**src/rtl/ltl_symbol_feeder.sv**
```systemverilog
// Feeds buffered proposition vectors to an LTL monitor as one symbol per cycle.
// It also sequences the monitor reset so that reset drops on the same cycle as the first symbol of each trace.
module ltl_symbol_feeder #(
  parameter int SYMBOL_WIDTH = 8,
  parameter int FIFO_DEPTH   = 8,
  parameter int RESET_CYCLES = 2
) (
  input  logic                    clk,
  input  logic                    reset,
  input  logic                    trace_start,
  input  logic                    prop_valid,
  output logic                    prop_ready,
  input  logic [SYMBOL_WIDTH-1:0] prop_bits,
  output logic [SYMBOL_WIDTH-1:0] symbols,
  output logic                    run,
  output logic                    monitor_reset,
  output logic                    busy,
  output logic [31:0]             symbol_count
);

  localparam int PW = $clog2(FIFO_DEPTH);
  localparam int CW = PW + 1;
  localparam int AW = $clog2(RESET_CYCLES + 1);
  localparam logic [CW-1:0] FULL_COUNT = CW'(FIFO_DEPTH);
  localparam logic [AW-1:0] ARM_LOAD   = AW'(RESET_CYCLES);

  typedef enum logic {
    ST_ARM,
    ST_STREAM
  } state_e;

  state_e                  state_q, state_d;
  logic [AW-1:0]           arm_cnt_q, arm_cnt_d;
  logic [PW-1:0]           wr_ptr_q, wr_ptr_d;
  logic [PW-1:0]           rd_ptr_q, rd_ptr_d;
  logic [CW-1:0]           count_q, count_d;
  logic [SYMBOL_WIDTH-1:0] mem_q [FIFO_DEPTH];
  logic [SYMBOL_WIDTH-1:0] mem_d [FIFO_DEPTH];
  logic [SYMBOL_WIDTH-1:0] symbols_q, symbols_d;
  logic                    run_q, run_d;
  logic                    mreset_q, mreset_d;
  logic [31:0]             sym_cnt_q, sym_cnt_d;
  logic                    push;
  logic                    pop;
  logic                    non_empty;
  logic [SYMBOL_WIDTH-1:0] head;

  // No pass-through: a full buffer refuses data even if it pops this cycle.
  assign prop_ready = !reset && (count_q != FULL_COUNT);
  assign push       = prop_valid && prop_ready;
  assign non_empty  = (count_q != '0);
  assign head       = mem_q[rd_ptr_q];

  always_comb begin
    mem_d = mem_q;
    if (push) begin
      mem_d[wr_ptr_q] = prop_bits;
    end
  end

  always_comb begin
    state_d   = state_q;
    arm_cnt_d = arm_cnt_q;
    wr_ptr_d  = wr_ptr_q;
    rd_ptr_d  = rd_ptr_q;
    count_d   = count_q;
    symbols_d = symbols_q;
    run_d     = run_q;
    mreset_d  = mreset_q;
    sym_cnt_d = sym_cnt_q;
    pop       = 1'b0;

    if (trace_start) begin
      // Drop the old contents; a beat arriving now becomes the only entry.
      rd_ptr_d  = wr_ptr_q;
      wr_ptr_d  = push ? wr_ptr_q + PW'(1) : wr_ptr_q;
      count_d   = push ? CW'(1) : '0;
      run_d     = 1'b0;
      mreset_d  = 1'b1;
      sym_cnt_d = '0;
      arm_cnt_d = ARM_LOAD;
      state_d   = ST_ARM;
    end else begin
      unique case (state_q)
        ST_ARM: begin
          run_d    = 1'b0;
          mreset_d = 1'b1;
          // Release happens on the edge where the count reaches zero,
          // so the reset is held for exactly RESET_CYCLES cycles.
          if (arm_cnt_q > AW'(1)) begin
            arm_cnt_d = arm_cnt_q - AW'(1);
          end else begin
            arm_cnt_d = '0;
            if (non_empty) begin
              pop       = 1'b1;
              symbols_d = head;
              run_d     = 1'b1;
              mreset_d  = 1'b0;
              sym_cnt_d = 32'd1;
              state_d   = ST_STREAM;
            end
          end
        end
        ST_STREAM: begin
          mreset_d = 1'b0;
          if (non_empty) begin
            pop       = 1'b1;
            symbols_d = head;
            run_d     = 1'b1;
            sym_cnt_d = (sym_cnt_q == '1) ? sym_cnt_q : sym_cnt_q + 32'd1;
          end else begin
            run_d = 1'b0;
          end
        end
        default: begin
          state_d = ST_ARM;
        end
      endcase

      if (push) begin
        wr_ptr_d = wr_ptr_q + PW'(1);
      end
      if (pop) begin
        rd_ptr_d = rd_ptr_q + PW'(1);
      end
      unique case ({push, pop})
        2'b10:   count_d = count_q + CW'(1);
        2'b01:   count_d = count_q - CW'(1);
        default: count_d = count_q;
      endcase
    end
  end

  always_ff @(posedge clk) begin
    mem_q <= mem_d;
  end

  always_ff @(posedge clk) begin
    if (reset) begin
      state_q   <= ST_ARM;
      arm_cnt_q <= ARM_LOAD;
      wr_ptr_q  <= '0;
      rd_ptr_q  <= '0;
      count_q   <= '0;
      symbols_q <= '0;
      run_q     <= 1'b0;
      mreset_q  <= 1'b1;
      sym_cnt_q <= '0;
    end else begin
      state_q   <= state_d;
      arm_cnt_q <= arm_cnt_d;
      wr_ptr_q  <= wr_ptr_d;
      rd_ptr_q  <= rd_ptr_d;
      count_q   <= count_d;
      symbols_q <= symbols_d;
      run_q     <= run_d;
      mreset_q  <= mreset_d;
      sym_cnt_q <= sym_cnt_d;
    end
  end

  assign symbols       = symbols_q;
  assign run           = run_q;
  assign monitor_reset = mreset_q;
  assign symbol_count  = sym_cnt_q;
  assign busy          = (state_q == ST_ARM) || non_empty || run_q;

endmodule

```
**config.mk**
```make
export PLATFORM = sky130hd
export DESIGN_NAME = ltl_symbol_feeder
export DESIGN_NICKNAME = d
export VERILOG_FILES = /design/src/rtl/ltl_symbol_feeder.sv
export SDC_FILE = /design/constraint.sdc
export NUM_CORES = 1
export LEC_CHECK = 0
export BUFFER_PORTS_ARGS = -buffer_cell sky130_fd_sc_hd__buf_4
export CAP_MARGIN = 40
export CORE_MARGIN = 10
export CORE_UTILIZATION = 53
export CTS_CLUSTER_SIZE = 10
export DETAILED_ROUTE_END_ITERATION = 8
export PLACE_DENSITY = 0.76
export SLEW_MARGIN = 20
export SYNTH_ARGS = -nofsm -noshare
export SYNTH_HDL_FRONTEND = slang
export SYNTH_SLANG_ARGS = --single-unit
```
**constraint.sdc**
```tcl
create_clock -name clk -period 2.3 [get_ports clk]
set_input_delay 0.46 -clock clk [delete_from_list [all_inputs] [get_ports clk]]
set_output_delay 0.46 -clock clk [all_outputs]
set_load 0.005 [all_outputs]
```
**After elaboration in Yosys (flattened, before gate mapping)**

Cells that the tools add are included.

- $add $sub $neg: 6
- $mul: 0
- Divide/modulo/power cells: 0
- Order comparisons: 4
- Eq/ne operators: 8
- Shift operators: 0
- Muxes and demuxes: 28
- Bitwise gates (word level): 4
- Reductions and logical operators: 12

Operator list:

| operator | number |
|---|---|
| 32-bit 2-to-1 mux | 4 |
| 64-bit bitwise mux | 1 |
| 32-bit one-hot mux with 2 select lines | 1 |
| 8-bit 2-to-1 mux | 5 |
| 32-bit by 1-bit adder with 32-bit output, second input constant | 1 |
| 32-bit == test, second input constant | 1 |
| 8-bit binary-select mux with 3-bit select | 1 |
| 8-bit demux with 3-bit select | 1 |
| 8-bit one-hot mux with 2 select lines | 1 |
| 4-bit greater-or-equal comparator, second input constant | 2 |
| 3-bit NOT with 4-bit output | 2 |
| 4-bit one-hot mux with 2 select lines | 1 |
| 1-bit 2-to-1 mux | 7 |
| 3-bit by 1-bit adder with 3-bit output, second input constant | 2 |
| 3-bit 2-to-1 mux | 2 |
| 2-bit != test, second input constant | 3 |
| 4-bit by 1-bit adder with 4-bit output, second input constant | 1 |
| 4-bit by 1-bit < comparator with 1-bit output, second input constant | 1 |
| 4-bit 2-to-1 mux | 1 |
| 4-bit != test, second input constant | 1 |
| 1-bit one-hot mux with 2 select lines | 2 |
| 4-bit AND reduction | 1 |
| 4-bit nonzero test | 1 |
| 4-bit by 1-bit subtractor with 4-bit output, second input constant | 1 |
| 14 further kinds | 18 |

- Flip-flop bits (word level): 119
- Latch bits: 0
- Memory bits (writable): 0
- Memory bits (read-only): 0
- Bits of input ports: 12
- Word-level logic and storage cells: 79
- Memories: 0

**Depth between registers and ports, before layout**

- Depth after elaboration: 8
- Mapped depth: 10

**Least setup slack after synthesis**

Ideal clock, no wire load.

- Kind: reg-to-reg
- Start point: reg count_q[1]
- End point: reg count_q[3]
- Library setup time: 0.072 ns
- Arrival time: 2.080 ns
- Data required time: 2.228 ns
- Setup slack: 0.149 ns
- Cell stages (with the launch flop): 10
- Buffers on the path: 1
- Cell sequence: dfxtp_1 buf_2 nor4_4 nor2_2 nand2_1 inv_1 ha_1 nor3b_1 o32ai_1 mux2i_1

- Word-level cells in the longest chain between the ends: 8
- Elaborated cells on any way between the ends: 15

RTL lines:

| element | line | RTL |
|---|---|---|
| start: declaration | 36 | `logic [CW-1:0] count_q, count_d;` |
| start signal: assignment | 154 | `count_q <= count_d;` |
| 4-bit nonzero test | 51 | `assign non_empty = (count_q != '0);` |
| 1-bit 2-to-1 mux | 94, 106 |  |
| 1-bit 2-to-1 mux | 90 | `if (arm_cnt_q > AW'(1)) begin` |
| 1-bit one-hot mux with 2 select lines | 84 | `unique case (state_q)` |
| 1-bit 2-to-1 mux | 73 | `if (trace_start) begin` |
| 2-bit by 1-bit == test with 1-bit output or 2-bit == test (tied branches) | 126 | `unique case ({push, pop})` |
| 4-bit one-hot mux with 2 select lines | 126 |  |
| 4-bit 2-to-1 mux | 73 |  |

Parallel ways exist; a longest one is shown, timed or not. The select of a mux whose other input is x is not followed.
A chain may end at the register's enable or synchronous reset.

**Final worst setup path**

- Start point: reg sym_cnt_q[0], in the netlist symbol_count[0]
- End point: reg sym_cnt_q[27], in the netlist symbol_count[27]

- Word-level cells in the longest chain between the ends: 4
- Elaborated cells on any way between the ends: 7

RTL lines:

| element | line | RTL |
|---|---|---|
| start: declaration | 42 | `logic [31:0] sym_cnt_q, sym_cnt_d;` |
| start signal: assignment | 158 | `sym_cnt_q <= sym_cnt_d;` |
| 32-bit by 1-bit adder with 32-bit output | 110 | `sym_cnt_d = (sym_cnt_q == '1) ? sym_cnt_q : sym_cnt_q + 32'd1;` |
| 32-bit 2-to-1 mux | 110 |  |
| 32-bit 2-to-1 mux | 106 | `if (non_empty) begin` |
| 32-bit one-hot mux with 2 select lines | 84 |  |

Parallel ways exist; a longest one is shown, timed or not. The select of a mux whose other input is x is not followed.

==> out/metrics.yaml <==
status:
  status: "finished, final reports clean"
worst_setup_path:
  critPathRequiredTime_ps: 2740
  max_stage_delay_ps: 560
  worstSetupPathType: "flip-flop to flip-flop"
  crit_path_cell_trace: "nand3_1 -> nor4b_4 -> o2111ai_2 -> or4_1 -> a21oi_1"
  start_kind: "flip-flop"
  worstPathMaxFanout: 12
  slowest_stage: "or4_1"
  r2r_cells: 5
  reg2reg_from: "symbol_count[0]"
  cp.arrival_ps: 2620
  end_kind: "flip-flop"
  rr_endpoint: "symbol_count[27]"
  rrSetupSlack_ps: 130
  cp-startpoint: "symbol_count[0]"
clocking:
  clk_latency_ps: 510
  clock-sinks: 119
  cts_buffers: 17
  cts_tree: "done"
  clockBufferDepth: 2
  clkSlewWorstSetupHoldPaths_ps: 60
  hold_buffers: 0
  htreeDepth: 4
  cts-root-buf: "clkbuf_8"
die:
  die_x_um: 119
  start_util_pct: 53.7
  fp.dieH_um: 119
  rows: 36
  core-area_um2: 9680
  dieArea_um2: 14200
  ios: 56
yosys:
  synth_nets: 433
  synth_mux_area_share_pct: 9.05
  netlist_top_cells_area: "edfxtp_1 37%, dfxtp_1 21%, mux4_2 6.9%"
  synth_area_um2: 5200
  synth_top_area_cell: "edfxtp_1"
  synth-compound-area-share_pct: 10.6
  synth-warning-count: 0
  synthSimpleGateAreaFrac_pct: 15.6
  synthXorXnorAreaFrac_pct: 2.86
  synth_top_family_by_area: "simple AND/OR/NAND/NOR gates"
  ys_types: 54
  synth_fa_ha_area_share_pct: 1.20
  ys.flop_type: "edfxtp_1"
  ys_async_sr_fraction_pct: 0
  ys_seq_area_share_pct: 58.1
  ys_ff_latch: 119
  synth.avg_cell_area_um2: 12.5
  syn_inst: 416
  synth-edff-count: 64
  synth_top_area_share_pct: 37.0
global_routing:
  grt_pass1_vias: 3727
  grt_pass1_wl_um: 19400
  grt_max_degree: 31
  antenna_found_initial: 0
  globalRouteTotalUtil_pct: 16.8
  globalRouteOverflowTotal: 0
worst_hold_path:
  min_from: "prop_bits[7]"
  holdCritPathClass: "primary input to flip-flop"
  min_path_cells: 1
  min_to: "mem_q[23]"
routing:
  totalWireLength_um: 11700
  drc: 0
  drtPass1Iterations: 4
  viasPerCell: 5.79
  first_iter_violations: 287
  drt-wirelength-per-cell_um: 18.1
  ant_nets: 0
  vias: 3736
layout:
  fin_nets: 516
  diodes: 0
  final_cells: 645
  drive_gt1_share_pct: 29.7
  area_growth_pct: 25.0
sta:
  worstMarginPinSlew_ps: 679
  hold_violations: 0
  fin_crit_sh_pct: 94.4
  max_freq_mhz: 460
  grt_setup_unrepaired: "no"
  setup-violations-final: 0
  finalClockSkew_ps: 7.16
  drv_slew: 0
  maxSlewHeadroom_pct: 54.7
  fin_crit_ps: 2170
  finalSetupTns_ps: 0
placement:
  place.gp.congestion: 0.891
  port_buffers: 55
  dp.cells: 610
  hpwl_um: 8010
flow_run:
  maxCapViolCount: 0
power_and_ir_drop:
  peakVddDrop_v: 0.000606
  leakage_nw: 2.24
  cellPowerDensity_nw_per_um2: 787
[worst max-delay path, delay by kind of cell, from the launching register on]
kind             cells  cell delay (ps)
flip-flops           1              470
AO/OA/AOI/OAI        2              500
AND/OR/NAND/NOR      3             1140
[registers in the layout, indices dropped and copies added (netlist names)]
| name | cells |
|---|---|
| rd_ptr_q | 3 |
| monitor_reset | 1 |
| count_q | 4 |
| wr_ptr_q | 3 |
| arm_cnt_q | 2 |
| mem_q | 64 |
| symbol_count | 32 |
| state_q | 1 |
| run | 1 |
| symbols | 8 |
[cell usage after synthesis (all sizes together), types with 2 or more instances]
| cell | n |
|---|---|
| mux2i | 11 |
| xnor2 | 13 |
| clkbuf | 9 |
| edfxtp | 64 |
| xor2 | 4 |
| nor4 | 4 |
| a211oi | 10 |
| or4 | 9 |
| a311oi | 4 |
| and4 | 8 |
| dfxtp | 55 |
| nand2 | 27 |
| nand3 | 13 |
| a31oi | 3 |
| nand4 | 8 |
| or3 | 15 |
| o31ai | 10 |
| a2111oi | 2 |
| nor3b | 2 |
| nor2 | 31 |
| ha | 5 |
| o2111ai | 3 |
| inv | 6 |
| mux4 | 16 |
| buf | 12 |
| nor3 | 9 |
| nand2b | 5 |
| o21ai | 17 |
| a21oi | 28 |
[per-stage QoR]
step,util [%],worst slack (ps),cell area (um2),hold slack [ps],power (mW)
after global placement,60.7,128,5880,477,2.57
after CTS,66.8,26.9,6470,157,5.16
after global routing,67.1,6.15,6500,165,5.29
after floorplan,-,149,5200,468,2.48
final,67.1,128,6500,176,5.12
after detailed placement,60.7,46.3,5880,490,2.58
[report_power, final]
group | switching [mW] | internal [mW]
registers | 0.0247 | 2.27
logic | 0.131 | 0.116
clock network | 1.02 | 1.56
total | 1.17 | 3.95
[cell families after synthesis]
group,after synthesis
xor+xnor,17
simple gates,138
flops,119
mux,27
fa+ha+maj,5
buf+inv,27
compound gates,83
[cell type report]
| class | instances | area, um2 |
|---|---|---|
| fillers | 715 | 3190 |
| flip-flops and latches | 119 | 3030 |
| multi-input cells | 270 | 2060 |
| repair buffers | 85 | 638 |
| clock buffers | 17 | 414 |
| clock inverters | 15 | 169 |
| well taps | 133 | 166 |
| inverters | 6 | 22.5 |
[per-layer routing]
layer / global-route usage, % / vias to the layer above / part of all wire [%]
met5: 0 / - / 0
met4: 5.42 / 0 / 1.3
met3: 4.49 / 14 / 4.2
met2: 29.2 / 78 / 53
met1: 19.7 / 1858 / 41
li1: - / 1786 / -
[placed cells by master, fill, tap and decap left out, types with 5 or more instances in the layout]
cell type / instances
nor3_1: 9
or3_1: 15
mux4_2: 16
a211oi_1: 10
and4_1: 7
nand2_1: 27
edfxtp_1: 64
dfxtp_1: 53
clkbuf_16: 16
nand4_1: 6
mux2i_1: 11
xnor2_1: 13
inv_1: 6
buf_4: 85
o31ai_1: 9
or4_1: 9
nand3_1: 13
ha_1: 5
o21ai_0: 13
nor2_1: 29
nand2b_1: 5
a21oi_1: 26
[how the worst max path moves through the flow]
stage,to,slack [ps],depth (start not counted)
2_1_floorplan,count_q[3],150,9
3_3_place_gp,count_q[3],130,9
3_5_place_dp,count_q[3],50,9
4_1_cts,busy,30,4
5_1_grt,symbol_count[27],6,5
6_report,symbol_count[27],130,5
[timing repair]
item | CTS | global route
setup endpoints to repair | 0 | 4
endpoints found under the hold margin | 0 | 0
buffers inserted | 0 | 3
gates resized for setup | 0 | 3
Power figures use the tool's default switching activity.
